**src/rtl/mem_stage.sv**
```systemverilog
// Memory stage: sequences scalar/vector loads and stores one element per cycle over
// the data-memory port, drives the registered writeback bus and stalls upstream while busy.
module mem_stage #(
    parameter int unsigned MEMO_LINES = 64,
    parameter int unsigned REGI_SIZE  = 16,
    parameter int unsigned VECT_SIZE  = 8,
    parameter int unsigned ELEM_SIZE  = 8
) (
    input  logic                            clk_i,
    input  logic                            rst_i,
    input  logic [REGI_SIZE-1:0]            ialu_res_i,
    input  logic [ELEM_SIZE*VECT_SIZE-1:0]  valu_res_i,
    input  logic [REGI_SIZE-1:0]            st_data_i,
    input  logic                            enableMem_i,
    input  logic                            enableReg_i,
    input  logic                            flagMemRead_i,
    input  logic                            flagMemWrite_i,
    input  logic                            isOper1V_i,
    input  logic                            writeResultInt_i,
    input  logic                            writeResultV_i,
    output logic                            stall_o,
    output logic [$clog2(MEMO_LINES)-1:0]   mem_addr_o,
    output logic                            mem_re_o,
    output logic                            mem_we_o,
    output logic [ELEM_SIZE-1:0]            mem_wdata_o,
    input  logic [ELEM_SIZE-1:0]            mem_rdata_i,
    output logic [REGI_SIZE-1:0]            wb_ialu_o,
    output logic [ELEM_SIZE*VECT_SIZE-1:0]  wb_valu_o,
    output logic                            wb_int_we_o,
    output logic                            wb_vec_we_o
);
    localparam int unsigned AW = $clog2(MEMO_LINES);
    localparam int unsigned VW = ELEM_SIZE * VECT_SIZE;
    localparam int unsigned NS = REGI_SIZE / ELEM_SIZE;
    localparam int unsigned NV = VECT_SIZE;
    localparam int unsigned BW = $clog2(NV + 1);

    typedef enum logic [2:0] {IDLE, READ, WAIT, WRITE, DONE} state_t;

    state_t        state;
    logic [BW-1:0] beat;
    logic [BW-1:0] beatsN;
    logic [AW-1:0] base;
    logic [VW-1:0] dataBuf;
    logic          isLoad;
    logic          isVec;
    logic          wbInt;
    logic          wbVec;

    logic          memOp;
    logic          vecOp;
    logic          lastBeat;
    logic [BW-1:0] prevBeat;
    logic [AW-1:0] beatAddr;

    assign memOp    = enableMem_i & (flagMemRead_i | flagMemWrite_i);
    assign vecOp    = flagMemRead_i ? writeResultV_i : isOper1V_i;
    assign lastBeat = (beat == beatsN - BW'(1));
    assign prevBeat = beat - BW'(1);
    assign beatAddr = base + AW'(beat);

    // Memory port and stall follow the current state; only IDLE looks at the inputs.
    always_comb begin
        stall_o     = 1'b0;
        mem_addr_o  = '0;
        mem_re_o    = 1'b0;
        mem_we_o    = 1'b0;
        mem_wdata_o = '0;
        case (state)
            IDLE:  stall_o = memOp;
            READ: begin
                stall_o    = 1'b1;
                mem_re_o   = 1'b1;
                mem_addr_o = beatAddr;
            end
            WAIT:  stall_o = 1'b1;
            WRITE: begin
                stall_o     = 1'b1;
                mem_we_o    = 1'b1;
                mem_addr_o  = beatAddr;
                mem_wdata_o = dataBuf[32'(beat)*ELEM_SIZE +: ELEM_SIZE];
            end
            default: ;
        endcase
    end

    always_ff @(posedge clk_i) begin
        if (!rst_i) begin
            state       <= IDLE;
            beat        <= '0;
            beatsN      <= '0;
            base        <= '0;
            dataBuf     <= '0;
            isLoad      <= 1'b0;
            isVec       <= 1'b0;
            wbInt       <= 1'b0;
            wbVec       <= 1'b0;
            wb_ialu_o   <= '0;
            wb_valu_o   <= '0;
            wb_int_we_o <= 1'b0;
            wb_vec_we_o <= 1'b0;
        end else begin
            wb_int_we_o <= 1'b0;
            wb_vec_we_o <= 1'b0;
            case (state)
                IDLE: begin
                    if (memOp) begin
                        base    <= ialu_res_i[AW-1:0];
                        isLoad  <= flagMemRead_i;
                        isVec   <= vecOp;
                        beatsN  <= vecOp ? BW'(NV) : BW'(NS);
                        dataBuf <= isOper1V_i ? valu_res_i : VW'(st_data_i);
                        wbInt   <= enableReg_i & writeResultInt_i;
                        wbVec   <= enableReg_i & writeResultV_i;
                        beat    <= '0;
                        state   <= flagMemRead_i ? READ : WRITE;
                    end else begin
                        wb_ialu_o   <= ialu_res_i;
                        wb_valu_o   <= valu_res_i;
                        wb_int_we_o <= enableReg_i & writeResultInt_i;
                        wb_vec_we_o <= enableReg_i & writeResultV_i;
                    end
                end
                // Read data trails its issue by one cycle, so each beat stores the previous one.
                READ: begin
                    if (beat != '0)
                        dataBuf[32'(prevBeat)*ELEM_SIZE +: ELEM_SIZE] <= mem_rdata_i;
                    beat <= beat + BW'(1);
                    if (lastBeat)
                        state <= WAIT;
                end
                WAIT: begin
                    dataBuf[32'(prevBeat)*ELEM_SIZE +: ELEM_SIZE] <= mem_rdata_i;
                    state <= DONE;
                end
                WRITE: begin
                    beat <= beat + BW'(1);
                    if (lastBeat)
                        state <= DONE;
                end
                DONE: begin
                    state <= IDLE;
                    beat  <= '0;
                    if (isLoad) begin
                        if (isVec) begin
                            wb_valu_o   <= dataBuf;
                            wb_ialu_o   <= '0;
                            wb_vec_we_o <= wbVec;
                        end else begin
                            wb_ialu_o   <= dataBuf[REGI_SIZE-1:0];
                            wb_valu_o   <= '0;
                            wb_int_we_o <= wbInt;
                        end
                    end
                end
                default: state <= IDLE;
            endcase
        end
    end
endmodule

```
**config.mk**
```make
export PLATFORM = sky130hd
export DESIGN_NAME = mem_stage
export DESIGN_NICKNAME = d
export VERILOG_FILES = /design/src/rtl/mem_stage.sv
export SDC_FILE = /design/constraint.sdc
export NUM_CORES = 1
export LEC_CHECK = 0
export ABC_AREA = 1
export CORE_MARGIN = 2
export CORE_UTILIZATION = 35
export CTS_BUF_LIST = sky130_fd_sc_hd__clkbuf_16
export DETAILED_ROUTE_END_ITERATION = 6
export PLACE_DENSITY_LB_ADDON = 0.1
export SYNTH_ARGS = -nofsm -noshare
export SYNTH_HDL_FRONTEND = slang
export SYNTH_SLANG_ARGS = --single-unit
```
**constraint.sdc**
```tcl
create_clock -name clk_i -period 3.6 [get_ports clk_i]
set_clock_uncertainty 0.2 [all_clocks]
set_input_delay 0.54 -clock clk_i [delete_from_list [all_inputs] [get_ports clk_i]]
set_output_delay 0.54 -clock clk_i [all_outputs]
set_load 0.005 [all_outputs]
```
==> results of run 1 <==
synth_stat cells:
cell | instances | area (µm²)
nor2_2 | 3 | 18.8
o21ai_0 | 188 | 941
buf_2 | 20 | 100
nand4_1 | 21 | 131
a21boi_0 | 1 | 7.51
fa_1 | 1 | 20.0
xor2_1 | 1 | 8.76
inv_4 | 2 | 12.5
inv_1 | 63 | 236
ha_1 | 10 | 125
nor3_4 | 1 | 16.3
clkinv_1 | 3 | 11.3
nand3_1 | 109 | 546
nand3_2 | 3 | 30.0
nand2_4 | 2 | 22.5
dfxtp_1 | 164 | 3280
nand2_1 | 306 | 1150
nor2_4 | 1 | 11.3
buf_4 | 5 | 37.5
o21ai_1 | 28 | 140
clkbuf_1 | 65 | 244
o21bai_1 | 1 | 7.51
a21oi_4 | 1 | 16.3
nor3_1 | 3 | 15.0
nand2_2 | 9 | 56.3
nor3b_1 | 9 | 67.6
nor2_1 | 156 | 586
buf_1 | 3 | 11.3
o21ai_2 | 1 | 8.76
a31oi_1 | 88 | 551
a21oi_1 | 75 | 375
buf_6 | 3 | 33.8
inv_2 | 10 | 37.5
a21oi_2 | 2 | 17.5
cells by family after synthesis:
logic type | Yosys count
buffers and inverters | 174
adder cells (fa/ha/maj) | 11
flip-flops | 164
XOR/XNOR | 1
AND/OR/NAND/NOR | 623
AO/OA/AOI/OAI | 385
layer usage:
| metal | track usage, % | vias up | share of wire, % |
|---|---|---|---|
| met5 | 0 | - | 0 |
| met2 | 37.1 | 427 | 43 |
| met1 | 35.3 | 4509 | 46 |
| met4 | 6.72 | 0 | 1.9 |
| met3 | 6.58 | 43 | 8.7 |
| li1 | - | 4921 | - |
power groups by stage:
stage / combinational [mW] / clock, mW / sequential [mW]
2_1_floorplan: 1.15 / 0 / 2.38
3_3_place_gp: 1.89 / 0 / 2.47
3_5_place_dp: 1.90 / 0 / 2.46
4_1_cts: 1.91 / 1.95 / 2.43
5_1_grt: 2.15 / 2.01 / 2.47
6_report: 1.92 / 1.91 / 2.43
how the worst min path moves through the flow:
stage	slack [ps]	to	depth (start not counted)	start
after floorplan	230	isLoad$_SDFFE_PN0P_	2	isLoad$_SDFFE_PN0P_
after global placement	240	isLoad$_SDFFE_PN0P_	2	isLoad$_SDFFE_PN0P_
after detailed placement	250	isLoad$_SDFFE_PN0P_	2	isLoad$_SDFFE_PN0P_
after CTS	260	isLoad$_SDFFE_PN0P_	2	isLoad$_SDFFE_PN0P_
after global routing	280	isLoad$_SDFFE_PN0P_	2	isLoad$_SDFFE_PN0P_
final	260	isLoad$_SDFFE_PN0P_	2	isLoad$_SDFFE_PN0P_
final cells by class:
class,count,area (µm²),area share [%]
Sequential cell,164,3280,27.9
Multi-Input combinational cell,1020,4870,41.4
Inverter,78,300,2.55
Tap cell,330,413,3.51
Clock buffer,17,425,3.62
Timing Repair Buffer,232,2300,19.6
Clock inverter,12,166,1.41
flip-flops by register name, summed over array words and instances, names as in the netlist:
signal and count:
base 6, beat 4, beatsN 2, dataBuf 64
isLoad 1, state 3, wbInt 1, wbVec 1
wb_ialu_o 16, wb_int_we_o 1, wb_valu_o 64, wb_vec_we_o 1
worst max-delay path, cell delays in order, from the launching register on:
cell	delay (ps)
dfxtp_1	370
inv_2	70
nor2_4	210
inv_1	170
nor3_1	200
buf_4	190
o21ai_0	150
a31oi_1	330
clkdlybuf4s50_1	570
through the flow:
stage	power, mW	area [µm²]	hold slack, ps
final	6.26	11800	256
after global routing	6.63	11800	277
after CTS	6.28	11800	258
after floorplan	3.53	8870	230
after global placement	4.36	11200	241
after detailed placement	4.36	11200	247
==> impl_metrics.csv, run 1 <==
group,metric,value,unit
status,status,"complete, no violations",
clock_tree,ctsHoldBuffers,0,
routing,dr_total_vias,9900,
setup_path,critPathCapture,"mem_wdata_o[7]",
sta,final-setup-viol-count,0,
sta,final-max-slew-violation-count,0,
setup_path,r2r_start,"beat[0]$_SDFFE_PN0P_",
global_routing,grt_overflow,0,
sta,layout_setup_ws,165,ps
place,place_congestion,0.968,
sta,fmax,291,MHz
finish,nets,1637,
routing,drt_first_pass_iters,6,
setup_path,r2r_setup_slack,410,ps
setup_path,r2r_end,"dataBuf[22]$_SDFFE_PN0P_",
synthesis,syn_avg_cell_area,6.54,µm²
clock_tree,cts_resized,0,
min_path,hp-class,"reg2reg",
global_routing,grt_pass1_wl,51900,µm
clock_tree,clkLatencyLatePin,430,ps
clock_tree,clock_path_buffers,2,
sta,max-slew-margin-rel,47.8,%
clock_tree,cts_num_sinks,164,
pwr,swShare,34.7,%
synthesis,syn_nets,1482,
pwr,p_per_area,532,mW/mm²
clock_tree,root_buffer,"clkbuf_16",
place,io_buffer_count,211,
global_routing,grt_usage,24.9,%
setup_path,startpoint,"state[0]$_SDFFE_PN0P_",
finish,post-route-util,47.0,%
synthesis,syn_area,0.00887,mm²
clock_tree,cts_setup_buffers,0,
die,die_h,163,µm
pwr,p_int,4.09,mW
routing,via_per_inst,5.34,
synthesis,synthAdderAreaFrac,1.64,%
job,drv_cap,0,
sta,hold_violations,0,
setup_path,critPathArrivalTime,2690,ps
routing,drc,0,
place,place_ws,459,ps
pwr,power_switching,2.17,mW
place,placed_cells,1824,
synthesis,yosysUniqueCellTypes,34,
synthesis,synth-seq-cells,164,
synthesis,ys_warn_count,0,
synthesis,synth_mux_area_share,0,%
routing,antenna_violating_nets_post_route,0,
finish,fill_cells,2619,
routing,drt-total-wl,33500,µm
synthesis,synth_top_family_by_area,"simple AND/OR/NAND/NOR gates",
pwr,clkPwrFrac,30.5,%
finish,area_growth,32.6,%
synthesis,synth-xor-area-share,0.0987,%
die,die_x,163,µm
die,ioPinCount,212,
synthesis,syn_inst,1358,
die,dieArea,0.0266,mm²
finish,final_cell_mix,"305 x nand2_1, 210 x clkdlybuf4s50_1, 188 x o21ai_0",
global_routing,antenna_found_initial,0,
clock_tree,htreeDepth,4,
die,core-area,0.0250,mm²
sta,rsz0062_at_grt,"no",
pwr,irDropWorstVdd,0.268,mV
setup_path,cp.required,2860,ps
die,start_util,35.4,%
finish,antennaDiodeCount,0,
pwr,combPwrFrac,30.7,%
setup_path,rr_worst_depth,10,
clock_tree,cts_buffers,17,
sta,tns,0,ps
clock_tree,cts_tree,"built",
synthesis,ys_seq_area_share,37.0,%
pwr,pwr-share-seq,38.8,%
setup_path,critPathKind,"reg2out",
setup_path,endpoint_kind,"output port",
setup_path,critPathMaxFanout,8,
setup_path,critPathLaunchType,"flop",
routing,drt-initial-drc-count,901,
sta,worst_slew_pin_slew,783,ps
routing,wl_per_cell,18.1,µm
die,num_rows,58,
sta,min_period_over_period,95.4,%
finish,final_cells,1853,
synthesis,synth_compound_area_share,23.3,%
synthesis,synthSimpleGateAreaFrac,29.8,%
global_routing,grt_pass1_vias,9105,
pwr,power.leakage,4.71,nW
clock_tree,clk_pin_slew,70,ps
global_routing,grt_max_degree,74,
place,dp_hpwl,24600,µm
sta,min_period,3430,ps
finish,drive_gt1_share,5.65,%
finish,final_common_cell,"nand2_1",
Note: power is estimated with default switching activity, not from simulation.
==> run 2, diff against run 1 <==
- CAP_MARGIN: default -> 20
==> results of run 2 <==
No change in the layout: final DEF, timing and power equal those of run 1.
==> run 3, diff against run 2 <==
- CORE_UTILIZATION: 35 -> 40
- HOLD_SLACK_MARGIN: default -> 0.06
==> run 3 against run 2 <==
Compared with the run above:
- first-iteration DRC count rose by 10%
- hold slack gained 3.6 ps
- maximum frequency up 0.69%
- non-clock buffer count decreased by 3
- sequential cell count is the same
- critical endpoint unchanged
- largest cell class unchanged
- largest power group unchanged
- highest routed layer unchanged
==> impl_metrics.csv, run 3 (synthesis gave the netlist of run 1 again) <==
group,metric,value,unit
global_routing,grt_max_degree,161,
routing,drt-total-wl,32400,µm
pwr,p_total,6.02,mW
die,start_util,40.7,%
finish,antennaDiodeCount,0,
clock_tree,clkLatencyLatePin,430,ps
routing,drt_first_pass_iters,7,
sta,tns,0,ps
pwr,p_per_area,519,mW/mm²
clock_tree,cts_tree,"built",
sta,rsz0062_at_grt,"no",
setup_path,r2r_start,"beat[0]$_SDFFE_PN0P_",
finish,top_regs,"dataBuf (64), wb_valu_o (64), wb_ialu_o (16)",
finish,fin_area,0.0116,mm²
finish,multi_input_area,0.00487,mm²
finish,final_cells,1803,
clock_tree,clock_path_buffers,2,
sta,whs,259,ps
routing,dr_total_vias,9912,
setup_path,critPathLaunchType,"flop",
place,dp_hpwl,23300,µm
die,die_h,153,µm
status,status,"complete, no violations",
setup_path,r2r_end,"dataBuf[20]$_SDFFE_PN0P_",
finish,regArea,0.00328,mm²
min_path,hp-class,"reg2reg",
min_path,min_to,"isLoad$_SDFFE_PN0P_",
clock_tree,cts_setup_buffers,0,
setup_path,endpoint_kind,"output port",
sta,layout_setup_ws,189,ps
clock_tree,clk_pin_slew,70,ps
global_routing,antenna_found_initial,0,
sta,fmax,293,MHz
place,placed_area,0.0111,mm²
finish,drive_gt1_share,5.65,%
setup_path,rr_worst_depth,10,
global_routing,grt_overflow,0,
sta,final-setup-viol-count,0,
setup_path,critPathKind,"reg2out",
routing,drc,0,
finish,final_common_cell,"nand2_1",
place,place_ws,476,ps
die,dieArea,0.0234,mm²
die,num_rows,54,
clock_tree,cts_resized,0,
routing,drt-initial-drc-count,992,
finish,post-route-util,53.2,%
sta,worst_slew_pin_slew,821,ps
setup_path,critPathMaxFanout,8,
place,place_congestion,0.965,
pwr,power.leakage,4.64,nW
die,core-area,0.0218,mm²
global_routing,grt_pass1_vias,9110,
die,ioPinCount,212,
setup_path,cp.required,2860,ps
place,placed_cells,1771,
global_routing,grt_pass1_wl,51000,µm
finish,area_growth,30.8,%
clock_tree,cts_num_sinks,164,
finish,fill_cells,2235,
sta,min_period_over_period,94.8,%
global_routing,grt_usage,27.0,%
clock_tree,root_buffer,"clkbuf_16",
routing,antenna_violating_nets_post_route,0,
sta,max-slew-margin-rel,45.2,%
clock_tree,cts_buffers,17,
clock_tree,htreeDepth,4,
setup_path,r2r_setup_slack,390,ps
min_path,hp-start,"isLoad$_SDFFE_PN0P_",
die,die_x,153,µm
routing,wl_per_cell,18.0,µm
job,drv_cap,0,
sta,final-max-slew-violation-count,0,
finish,nets,1634,
pwr,irDropWorstVdd,0.437,mV
sta,hold_violations,0,
min_path,whs_path_depth,2,
finish,final_cell_mix,"305 x nand2_1, 210 x clkdlybuf4s50_1, 188 x o21ai_0",
sta,min_period,3410,ps
routing,via_per_inst,5.50,
setup_path,critPathArrivalTime,2670,ps
place,io_buffer_count,211,
clock_tree,ctsHoldBuffers,0,
[run 3: worst max path at each step]
stage,start,to,slack [ps]
final,state[0]$_SDFFE_PN0P_,mem_wdata_o[7],190
after floorplan,beat[0]$_SDFFE_PN0P_,dataBuf[32]$_SDFFE_PN0P_,160
after CTS,beat[1]$_SDFFE_PN0P_,mem_addr_o[5],210
after detailed placement,beat[0]$_SDFFE_PN0P_,dataBuf[38]$_SDFFE_PN0P_,480
after global placement,beat[0]$_SDFFE_PN0P_,dataBuf[39]$_SDFFE_PN0P_,590
after global routing,beat[1]$_SDFFE_PN0P_,mem_addr_o[5],60
[run 3: cell type report]
type	instances	area share, %
multi-input combinational	1020	42.0
timing repair buffer	229	19.6
clock inverter	15	0.916
inverter	78	2.59
sequential	164	28.3
tap	280	3.02
clock buffer	17	3.67
[run 3: critical path, stage by stage, from the launching register on]
cell             delay [ps]
dfxtp_1                 370
inv_2                    70
nor2_4                  200
inv_1                   160
nor3_1                  180
buf_4                   190
o21ai_0                 160
a31oi_1                 330
clkdlybuf4s50_1         570
[run 3: report_power, final]
part           total (mW)  switching, mW  internal [mW]
sequential           2.43          0.262           2.16
combinational        1.90           1.12          0.771
clock                1.70          0.818          0.883
[run 3: layer usage]
metal / routed length [µm] / global-route usage [%] / share of wire [%]
met5: 0 / 0 / 0
met4: 736 / 7.45 / 2.3
met1: 14900 / 38.2 / 46
met3: 2750 / 6.78 / 8.5
met2: 14100 / 40.8 / 43
